`config.mk`:
```
export PLATFORM = sky130hd
export DESIGN_NAME = rom_fetch_unit
export DESIGN_NICKNAME = d
export VERILOG_FILES = /design/src/rtl/rom_fetch_unit.sv
export SDC_FILE = /design/constraint.sdc
export NUM_CORES = 1
export LEC_CHECK = 0
export ABC_AREA = 1
export CAP_MARGIN = 20
export CORE_ASPECT_RATIO = 0.6
export CORE_MARGIN = 4
export CORE_UTILIZATION = 29
export DETAILED_ROUTE_END_ITERATION = 7
export PLACE_DENSITY = 0.51
export SLEW_MARGIN = 20
export SYNTH_ARGS = -nofsm -noshare
export SYNTH_HDL_FRONTEND = slang
export SYNTH_SLANG_ARGS = --single-unit
export TNS_END_PERCENT = 30
```
`constraint.sdc`:
```
create_clock -name CLK -period 4.42 [get_ports CLK]
set_input_delay 0.884 -clock CLK [delete_from_list [all_inputs] [get_ports CLK]]
set_output_delay 0.884 -clock CLK [all_outputs]
set_load 0.02 [all_outputs]
```
`src/rtl/rom_fetch_unit.sv`:
```
// Instruction fetch stage: owns the fetch PC, drives the ROM address, captures the
// ROM's registered read data and buffers bytes in a small prefetch queue for the decoder.
module rom_fetch_unit #(
  parameter int                    ADDR_WIDTH   = 8,
  parameter int                    QUEUE_DEPTH  = 4,
  parameter logic [ADDR_WIDTH-1:0] RESET_VECTOR = 8'h00
) (
  input  logic                  CLK,
  input  logic                  RESETn,
  output logic [ADDR_WIDTH-1:0] ROM_ADDR,
  input  logic [7:0]            ROM_DATA,
  output logic [7:0]            INSTR_DATA,
  output logic [ADDR_WIDTH-1:0] INSTR_ADDR,
  output logic                  INSTR_VALID,
  input  logic                  INSTR_READY,
  input  logic                  JUMP,
  input  logic [ADDR_WIDTH-1:0] JUMP_ADDR
);

  localparam int PW = (QUEUE_DEPTH > 1) ? $clog2(QUEUE_DEPTH) : 1;
  localparam int CW = PW + 1;

  typedef struct packed {
    logic [7:0]            data;
    logic [ADDR_WIDTH-1:0] addr;
  } entry_t;

  entry_t                q [QUEUE_DEPTH];
  entry_t                head;
  logic [ADDR_WIDTH-1:0] fetch_pc;
  logic [ADDR_WIDTH-1:0] inflight_addr;
  logic                  inflight_valid;
  logic [PW-1:0]         rd_ptr;
  logic [PW-1:0]         wr_ptr;
  logic [CW-1:0]         count;
  logic [CW:0]           occupancy;
  logic                  issue;
  logic                  push;
  logic                  pop;

  // Occupancy includes the byte still in the ROM pipe, so the queue cannot overflow
  // even though a same-cycle pop is not credited.
  assign occupancy = {1'b0, count} + {{CW{1'b0}}, inflight_valid};
  assign issue     = !JUMP && (occupancy < (CW+1)'(QUEUE_DEPTH));
  assign push      = inflight_valid && !JUMP;
  assign pop       = INSTR_VALID && INSTR_READY && !JUMP;

  assign ROM_ADDR    = fetch_pc;
  assign head        = q[rd_ptr];
  assign INSTR_DATA  = head.data;
  assign INSTR_ADDR  = head.addr;
  assign INSTR_VALID = (count != '0);

  always_ff @(posedge CLK or negedge RESETn) begin
    if (!RESETn) begin
      fetch_pc       <= RESET_VECTOR;
      inflight_valid <= 1'b0;
      inflight_addr  <= '0;
    end else if (JUMP) begin
      fetch_pc       <= JUMP_ADDR;
      inflight_valid <= 1'b0;
    end else if (issue) begin
      fetch_pc       <= fetch_pc + ADDR_WIDTH'(1);
      inflight_valid <= 1'b1;
      inflight_addr  <= fetch_pc;
    end else begin
      inflight_valid <= 1'b0;
    end
  end

  always_ff @(posedge CLK or negedge RESETn) begin
    if (!RESETn) begin
      for (int i = 0; i < QUEUE_DEPTH; i++) q[i] <= '0;
    end else if (push) begin
      q[wr_ptr] <= '{data: ROM_DATA, addr: inflight_addr};
    end
  end

  // Depth is a power of two, so the pointers wrap naturally.
  always_ff @(posedge CLK or negedge RESETn) begin
    if (!RESETn) begin
      rd_ptr <= '0;
      wr_ptr <= '0;
      count  <= '0;
    end else if (JUMP) begin
      rd_ptr <= '0;
      wr_ptr <= '0;
      count  <= '0;
    end else begin
      if (push) wr_ptr <= wr_ptr + PW'(1);
      if (pop)  rd_ptr <= rd_ptr + PW'(1);
      case ({push, pop})
        2'b10:   count <= count + CW'(1);
        2'b01:   count <= count - CW'(1);
        default: count <= count;
      endcase
    end
  end

endmodule
```
==> run_summary.xml, run 1 <==
<?xml version="1.0" encoding="UTF-8"?>
<metrics>
  <group name="run_status">
    <metric name="outcome" unit="">finished clean</metric>
  </group>
  <group name="place">
    <metric name="gp_congestion" unit="">0.771</metric>
    <metric name="port_buffers" unit="">44</metric>
    <metric name="detailed_place_hpwl" unit="mm">6.34</metric>
    <metric name="dp_worst_setup_slack" unit="ps">1220</metric>
  </group>
  <group name="sta">
    <metric name="grt_setup_unrepaired" unit="">no</metric>
    <metric name="fmaxAchievable" unit="GHz">0.287</metric>
    <metric name="final.setup_skew" unit="ps">6.40</metric>
    <metric name="final_max_slew_viol_count" unit="">0</metric>
    <metric name="worst_margin_slew" unit="ps">909</metric>
    <metric name="slew_margin_rel" unit="">0.394</metric>
    <metric name="setup_tns" unit="ps">0</metric>
    <metric name="hold_fails_final_rpt" unit="">0</metric>
    <metric name="setup_violations" unit="">0</metric>
    <metric name="fin_worst_hold_slack" unit="ps">487</metric>
    <metric name="final.setup.worst_slack" unit="ps">935</metric>
    <metric name="timing.final.crit_share" unit="">0.788</metric>
    <metric name="finalWorstPathRequiredPeriod" unit="ps">3480</metric>
  </group>
  <group name="yosys">
    <metric name="synth.ff_latch_count" unit="">88</metric>
    <metric name="synth_seq_area_share" unit="">0.553</metric>
    <metric name="syn_nets" unit="">491</metric>
    <metric name="netlist-cell-type-count" unit="">25</metric>
    <metric name="synth_compound_gate_area_share" unit="">0.174</metric>
    <metric name="synth_xor_xnor_area_share" unit="">0.00880</metric>
    <metric name="yosys_warnings" unit="">0</metric>
    <metric name="synth_simple_gate_area_share" unit="">0.186</metric>
    <metric name="post_synth_instance_area" unit="um2">3980</metric>
    <metric name="post_synth.cell_area_avg" unit="um2">8.56</metric>
    <metric name="dominant_combinational_cell_family_by_area_after_synthesis" unit="">simple AND/OR/NAND/NOR gates</metric>
    <metric name="post_synth_mux_area_share" unit="">0</metric>
    <metric name="synth_adder_area_share" unit="">0.0207</metric>
    <metric name="syn-instance-count" unit="">465</metric>
  </group>
  <group name="clock_tree">
    <metric name="ctsLongestPathBuffers" unit="">2</metric>
    <metric name="numClockSinks" unit="">88</metric>
    <metric name="tritoncts.num_buffers" unit="">9</metric>
    <metric name="worst_skew_pair.late_latency" unit="ps">340</metric>
    <metric name="tritoncts" unit="">done</metric>
    <metric name="clk_pin_slew_worst_paths" unit="ps">60</metric>
    <metric name="post_cts_hold_buffer_count" unit="">0</metric>
    <metric name="cts_setup_buffers" unit="">0</metric>
    <metric name="clock_tree.htree_level_count" unit="">3</metric>
    <metric name="root_buffer" unit="">clkbuf_16</metric>
    <metric name="cts_resized" unit="">0</metric>
  </group>
  <group name="drt">
    <metric name="drt.antenna.violating_nets" unit="">0</metric>
    <metric name="route.detailed.vias_per_inst" unit="">4.74</metric>
    <metric name="totalWireLength" unit="mm">9.94</metric>
    <metric name="wl_per_cell" unit="um">14.8</metric>
    <metric name="number_of_detailed_routing_iterations_run_before_antenna_repair" unit="">4</metric>
    <metric name="drc" unit="">0</metric>
    <metric name="violation_count_after_the_first_detailed_routing_iteration" unit="">144</metric>
    <metric name="detailroute.via_count" unit="">3192</metric>
  </group>
  <group name="worst_setup_path">
    <metric name="timing.critical_path.slowest_cell_delay" unit="ps">650</metric>
    <metric name="worst_ep_arrival_time" unit="ps">2600</metric>
    <metric name="critPathBufInv" unit="">2</metric>
    <metric name="setup.worst_path.class" unit="">flip-flop to output pin</metric>
    <metric name="timing.critical_path.cells" unit="">inv_1, o21ai_0, o22ai_1, clkdlybuf4s50_1</metric>
    <metric name="critical_path_required" unit="ps">3540</metric>
    <metric name="start_kind" unit="">flip-flop</metric>
    <metric name="cp_max_fo" unit="">18</metric>
    <metric name="critical_path.top_delay_family" unit="">buffers and inverters</metric>
    <metric name="endpoint_kind" unit="">output pin</metric>
    <metric name="worst_path_max_delay_cell" unit="">clkdlybuf4s50_1</metric>
  </group>
  <group name="finish">
    <metric name="most_frequent_standard_cell_in_the_layout_excluding_fill_and_tap_cells" unit="">nand2_1</metric>
    <metric name="drive_above_1_share" unit="">0.0556</metric>
    <metric name="n_antenna_cell" unit="">0</metric>
    <metric name="layout.nets" unit="">526</metric>
    <metric name="area.growth.synth_to_final" unit="%">22.8</metric>
    <metric name="mostFrequentLayoutCells" unit="">nand2_1, dfrtp_1, o21ai_1</metric>
  </group>
  <group name="global_routing">
    <metric name="grt_use_total" unit="">0.130</metric>
    <metric name="grt_start_max_net_pins" unit="">72</metric>
    <metric name="grt_antenna_before_repair" unit="">0</metric>
    <metric name="global_route_total_overflow" unit="">0</metric>
    <metric name="number_of_global_route_vias_before_repair" unit="">3130</metric>
    <metric name="grt_pass1_wl" unit="mm">16.3</metric>
  </group>
  <group name="run">
    <metric name="number_of_max_capacitance_violations_reported" unit="">0</metric>
  </group>
  <group name="floorplan">
    <metric name="rows" unit="">32</metric>
    <metric name="design.portCount" unit="">45</metric>
    <metric name="fp.dieArea" unit="um2">15700</metric>
    <metric name="die-height" unit="um">98.7</metric>
    <metric name="die_width" unit="um">159</metric>
    <metric name="core_region_area" unit="um2">13100</metric>
    <metric name="initial_utilization" unit="">0.303</metric>
  </group>
  <group name="power_and_ir_drop">
    <metric name="power.leakage" unit="uW">0.00229</metric>
    <metric name="vdd.ir_drop.worst" unit="mV">0.215</metric>
    <metric name="power_density" unit="nW/um2">515</metric>
  </group>
  <group name="hold_path">
    <metric name="holdCritPathClass" unit="">flip-flop to flip-flop</metric>
  </group>
</metrics>
[power by group]
| group | switching, uW | internal, uW | total [uW] |
|---|---|---|---|
| Clock | 320 | 566 | 885 |
| Combinational | 306 | 236 | 541 |
| Sequential | 105 | 987 | 1090 |
| Total | 730 | 1790 | 2520 |
[cell usage after synthesis, drive strengths merged]
master / n / area (um2)
a21oi: 3 / 18.8
dfrtp: 88 / 2200
nand2: 123 / 494
o22ai: 16 / 100
xor2: 2 / 17.5
xnor2: 2 / 17.5
nand4: 1 / 6.26
a31oi: 1 / 6.26
ha: 5 / 62.6
nand3: 9 / 50.1
fa: 1 / 20.0
o21ai: 107 / 536
inv: 34 / 128
o211ai: 4 / 30.0
nor2: 47 / 191
buf: 15 / 73.8
clkbuf: 7 / 26.3
[cell type report]
cell class | count | area [um2]
fillers | 1319 | 8240
flip-flops and latches | 88 | 2200
multi-input cells | 321 | 1550
repair buffers | 46 | 453
clock buffers | 10 | 239
well taps | 170 | 213
inverters | 34 | 128
clock inverters | 5 | 104
[registers in the layout, summed over array words and instances (netlist names)]
name	flops
inflight_addr	8
count	3
wr_ptr	2
q	64
ROM_ADDR	8
rd_ptr	2
inflight_valid	1
[layer usage]
layer | wire (um) | vias to the layer above | global-route usage
met3 | 512 | 13 | 0.0364
li1 | - | 1589 | -
met5 | 0 | - | 0
met2 | 4140 | 76 | 0.191
met1 | 5190 | 1514 | 0.188
met4 | 106 | 0 | 0.0360
[final timing paths]
check                                      start                    to  slack [ps]  cells past startpoint
max in group asynchronous                 RESETn      q[6]$_DFFE_PN0P_        2930                      2
setup reg to reg            count[0]$_DFFE_PN0P_  count[2]$_DFFE_PN0P_        2580                     11
hold / removal                 q[46]$_DFFE_PN0P_     q[46]$_DFFE_PN0P_         490                      2
hold reg to reg                q[46]$_DFFE_PN0P_     q[46]$_DFFE_PN0P_         490                      2
setup / recovery           rd_ptr[1]$_DFFE_PN0P_         INSTR_ADDR[2]         940                      4
min in group asynchronous                 RESETn     q[14]$_DFFE_PN0P_         680                      1
[logic make-up after synthesis]
group	after synthesis
and+or+nand+nor	180
AOI/OAI and AO/OA	131
DFF	88
buffers and inverters	56
adders and majority gates	6
xor gates and xnor gates	4
[metrics by stage]
| step | cells | utilization | cell area (um2) | power (uW) |
|---|---|---|---|---|
| 3_5_place_dp | 659 | 0.346 | 4550 | 1650 |
| 5_1_grt | 674 | 0.372 | 4890 | 2670 |
| 4_1_cts | 674 | 0.372 | 4890 | 2550 |
| 6_report | 674 | 0.372 | 4890 | 2520 |
| 3_3_place_gp | 659 | 0.346 | 4550 | 1630 |
| 2_1_floorplan | 465 | - | 3980 | 1420 |
[worst reg2reg max path, cell delays in order, from the launching register on]
cell and delay (ps):
dfrtp_1 440, nor2_1 120, nand2_1 120, nand3_2 120
inv_1 90, fa_1 380, xnor2_1 220, inv_1 60
nand2_1 60, nand2_1 50, nand2_1 60, nand2_1 40
(Power assumes the default switching activity.)
==> run 2: changes to the inputs <==
--- a/config.mk
+++ b/config.mk
@@ -11,7 +11,7 @@
 export CORE_MARGIN = 4
 export CORE_UTILIZATION = 29
 export DETAILED_ROUTE_END_ITERATION = 7
-export PLACE_DENSITY = 0.51
+export PLACE_DENSITY = 0.52
 export SLEW_MARGIN = 20
 export SYNTH_ARGS = -nofsm -noshare
 export SYNTH_HDL_FRONTEND = slang
==> constraint.sdc (replaced) <==
create_clock -name CLK -period 3.05 [get_ports CLK]
set_input_delay 0.61 -clock CLK [delete_from_list [all_inputs] [get_ports CLK]]
set_output_delay 0.61 -clock CLK [all_outputs]
set_load 0.02 [all_outputs]
==> run_summary.xml, run 2 (synthesis results as in run 1) <==
<?xml version="1.0" encoding="UTF-8"?>
<metrics>
  <group name="clock_tree">
    <metric name="tritoncts.num_buffers" unit="">9</metric>
    <metric name="root_buffer" unit="">clkbuf_16</metric>
    <metric name="clock_tree.htree_level_count" unit="">3</metric>
    <metric name="ctsLongestPathBuffers" unit="">2</metric>
    <metric name="tritoncts" unit="">done</metric>
    <metric name="post_cts_hold_buffer_count" unit="">0</metric>
    <metric name="cts_resized" unit="">0</metric>
    <metric name="clk_pin_slew_worst_paths" unit="ps">60</metric>
    <metric name="cts_setup_buffers" unit="">0</metric>
    <metric name="worst_skew_pair.late_latency" unit="ps">330</metric>
    <metric name="numClockSinks" unit="">88</metric>
  </group>
  <group name="place">
    <metric name="detailed_place_hpwl" unit="mm">6.22</metric>
    <metric name="port_buffers" unit="">44</metric>
    <metric name="gp_congestion" unit="">0.778</metric>
    <metric name="placed_area" unit="um2">4580</metric>
  </group>
  <group name="power_and_ir_drop">
    <metric name="vdd.ir_drop.worst" unit="mV">0.345</metric>
    <metric name="power_density" unit="nW/um2">691</metric>
    <metric name="power.leakage" unit="uW">0.00227</metric>
  </group>
  <group name="worst_setup_path">
    <metric name="startpoint" unit="">rd_ptr[1]$_DFFE_PN0P_</metric>
    <metric name="timing.critical_path.slowest_cell_delay" unit="ps">640</metric>
    <metric name="worstReg2RegEnd" unit="">count[2]$_DFFE_PN0P_</metric>
    <metric name="timing.critical_path.cells" unit="">inv_1, o21ai_0, o22ai_1, clkdlybuf4s50_1</metric>
    <metric name="worst_path_max_delay_cell" unit="">clkdlybuf4s50_1</metric>
    <metric name="critical_path_required" unit="ps">2440</metric>
    <metric name="ff_to_ff_path_depth" unit="">11</metric>
    <metric name="endpoint_kind" unit="">output pin</metric>
    <metric name="start_kind" unit="">flip-flop</metric>
    <metric name="cp_max_fo" unit="">17</metric>
    <metric name="setup.worst_path.end" unit="">INSTR_ADDR[2]</metric>
    <metric name="worst_ep_arrival_time" unit="ps">2220</metric>
    <metric name="ff2ff_setup_slack" unit="ps">1240</metric>
    <metric name="worst_r2r_startpoint" unit="">count[0]$_DFFE_PN0P_</metric>
    <metric name="setup.worst_path.class" unit="">flip-flop to output pin</metric>
  </group>
  <group name="floorplan">
    <metric name="core_region_area" unit="um2">13100</metric>
    <metric name="rows" unit="">32</metric>
    <metric name="design.portCount" unit="">45</metric>
    <metric name="die_width" unit="um">159</metric>
    <metric name="die-height" unit="um">98.7</metric>
    <metric name="initial_utilization" unit="">0.303</metric>
    <metric name="fp.dieArea" unit="um2">15700</metric>
  </group>
  <group name="sta">
    <metric name="slew_margin_rel" unit="">0.517</metric>
    <metric name="fin_worst_hold_slack" unit="ps">338</metric>
    <metric name="final.setup_skew" unit="ps">3.85</metric>
    <metric name="setup_tns" unit="ps">0</metric>
    <metric name="finalWorstPathRequiredPeriod" unit="ps">2830</metric>
    <metric name="fmaxAchievable" unit="GHz">0.353</metric>
    <metric name="hold_fails_final_rpt" unit="">0</metric>
    <metric name="grt_setup_unrepaired" unit="">no</metric>
    <metric name="setup_violations" unit="">0</metric>
    <metric name="final_max_slew_viol_count" unit="">0</metric>
    <metric name="timing.final.crit_share" unit="">0.928</metric>
    <metric name="worst_margin_slew" unit="ps">724</metric>
  </group>
  <group name="drt">
    <metric name="route.detailed.vias_per_inst" unit="">4.75</metric>
    <metric name="drt.antenna.violating_nets" unit="">0</metric>
    <metric name="wl_per_cell" unit="um">14.2</metric>
    <metric name="drc" unit="">0</metric>
    <metric name="totalWireLength" unit="mm">9.57</metric>
    <metric name="violation_count_after_the_first_detailed_routing_iteration" unit="">170</metric>
    <metric name="number_of_detailed_routing_iterations_run_before_antenna_repair" unit="">4</metric>
    <metric name="detailroute.via_count" unit="">3209</metric>
  </group>
  <group name="finish">
    <metric name="most_frequent_standard_cell_in_the_layout_excluding_fill_and_tap_cells" unit="">nand2_1</metric>
    <metric name="layout.core_utilization" unit="">0.368</metric>
    <metric name="layout.nets" unit="">529</metric>
    <metric name="registers.top_by_ff_count" unit="">q</metric>
    <metric name="layout.filler_cells" unit="">1312</metric>
    <metric name="area.growth.synth_to_final" unit="%">21.5</metric>
    <metric name="mostFrequentLayoutCells" unit="">nand2_1, dfrtp_1, o21ai_1</metric>
    <metric name="largest_reg_flops" unit="">64</metric>
    <metric name="n_antenna_cell" unit="">0</metric>
    <metric name="layout.cell_area.non_filler" unit="um2">4840</metric>
    <metric name="drive_above_1_share" unit="">0.0534</metric>
  </group>
  <group name="run">
    <metric name="number_of_max_capacitance_violations_reported" unit="">0</metric>
  </group>
  <group name="global_routing">
    <metric name="grt_antenna_before_repair" unit="">0</metric>
    <metric name="grt_use_total" unit="">0.126</metric>
    <metric name="grt_pass1_wl" unit="mm">16.0</metric>
    <metric name="number_of_global_route_vias_before_repair" unit="">3179</metric>
    <metric name="global_route_total_overflow" unit="">0</metric>
    <metric name="grt_start_max_net_pins" unit="">56</metric>
  </group>
  <group name="run_status">
    <metric name="outcome" unit="">finished clean</metric>
  </group>
  <group name="hold_path">
    <metric name="holdCritPathClass" unit="">input pin to asynchronous set/reset pin</metric>
  </group>
</metrics>
run 2: cell types whose count changed in the layout (fill, tap and decap cells not counted):
cell       previous run  this run
buf_12                0         1
clkbuf_1              0         3
bufinv_16             3         0
inv_6                 1         0
buf_4                 3         5
run 2: metal layers:
metal | track usage | up-vias | wire [um]
li1 | - | 1598 | -
met1 | 0.181 | 1547 | 5050
met2 | 0.189 | 53 | 4020
met3 | 0.0343 | 11 | 385
met4 | 0.0367 | 0 | 112
met5 | 0 | - | 0
run 2: worst max-delay path, delay by kind of cell (launching register included):
| kind | cells | cell delay (ps) |
|---|---|---|
| buf+inv | 2 | 1090 |
| flops | 1 | 370 |
| compound gates | 2 | 420 |
run 2: metrics by stage:
step                      power, uW  instances  worst slack (ps)
after floorplan                2060        465              1210
after global placement         2370        662               589
after detailed placement       2390        662               563
after CTS                      3390        676               195
after global routing           3560        676              81.7
final                          3340        676               219
run 2: cell type report:
cell class,instances,area [um2],share of cell area
sequential,88,2200,0.455
timing repair buffer,49,488,0.101
clock inverter,1,5.00,0.00103
inverter,34,128,0.0264
tap,170,213,0.0440
clock buffer,13,250,0.0517
multi-input combinational,321,1550,0.321
run 2: power by group:
group / internal [uW] / total, uW / switching [uW]
Combinational: 346 / 787 / 441
Clock: 564 / 975 / 411
Sequential: 1430 / 1580 / 150
Total: 2340 / 3340 / 1000
run 2: worst min path at each step:
stage          depth (start not counted)                      end  slack (ps)
4_1_cts                                1     count[0]$_DFFE_PN0P_         360
5_1_grt                                1     count[0]$_DFFE_PN0P_         390
3_3_place_gp                           2        q[29]$_DFFE_PN0P_         470
6_report                               1        q[32]$_DFFE_PN0P_         340
2_1_floorplan                          0  ROM_ADDR[0]$_DFFE_PN0P_         310
3_5_place_dp                           2        q[46]$_DFFE_PN0P_         470
==> run 3: changes to the inputs <==
--- a/config.mk
+++ b/config.mk
@@ -10,6 +10,7 @@
 export CORE_ASPECT_RATIO = 0.6
 export CORE_MARGIN = 4
 export CORE_UTILIZATION = 29
+export CTS_CLUSTER_DIAMETER = 50
 export DETAILED_ROUTE_END_ITERATION = 7
 export PLACE_DENSITY = 0.52
 export SLEW_MARGIN = 20
==> results of run 3 <==
Final layout, timing and power as in run 2 (identical DEF).
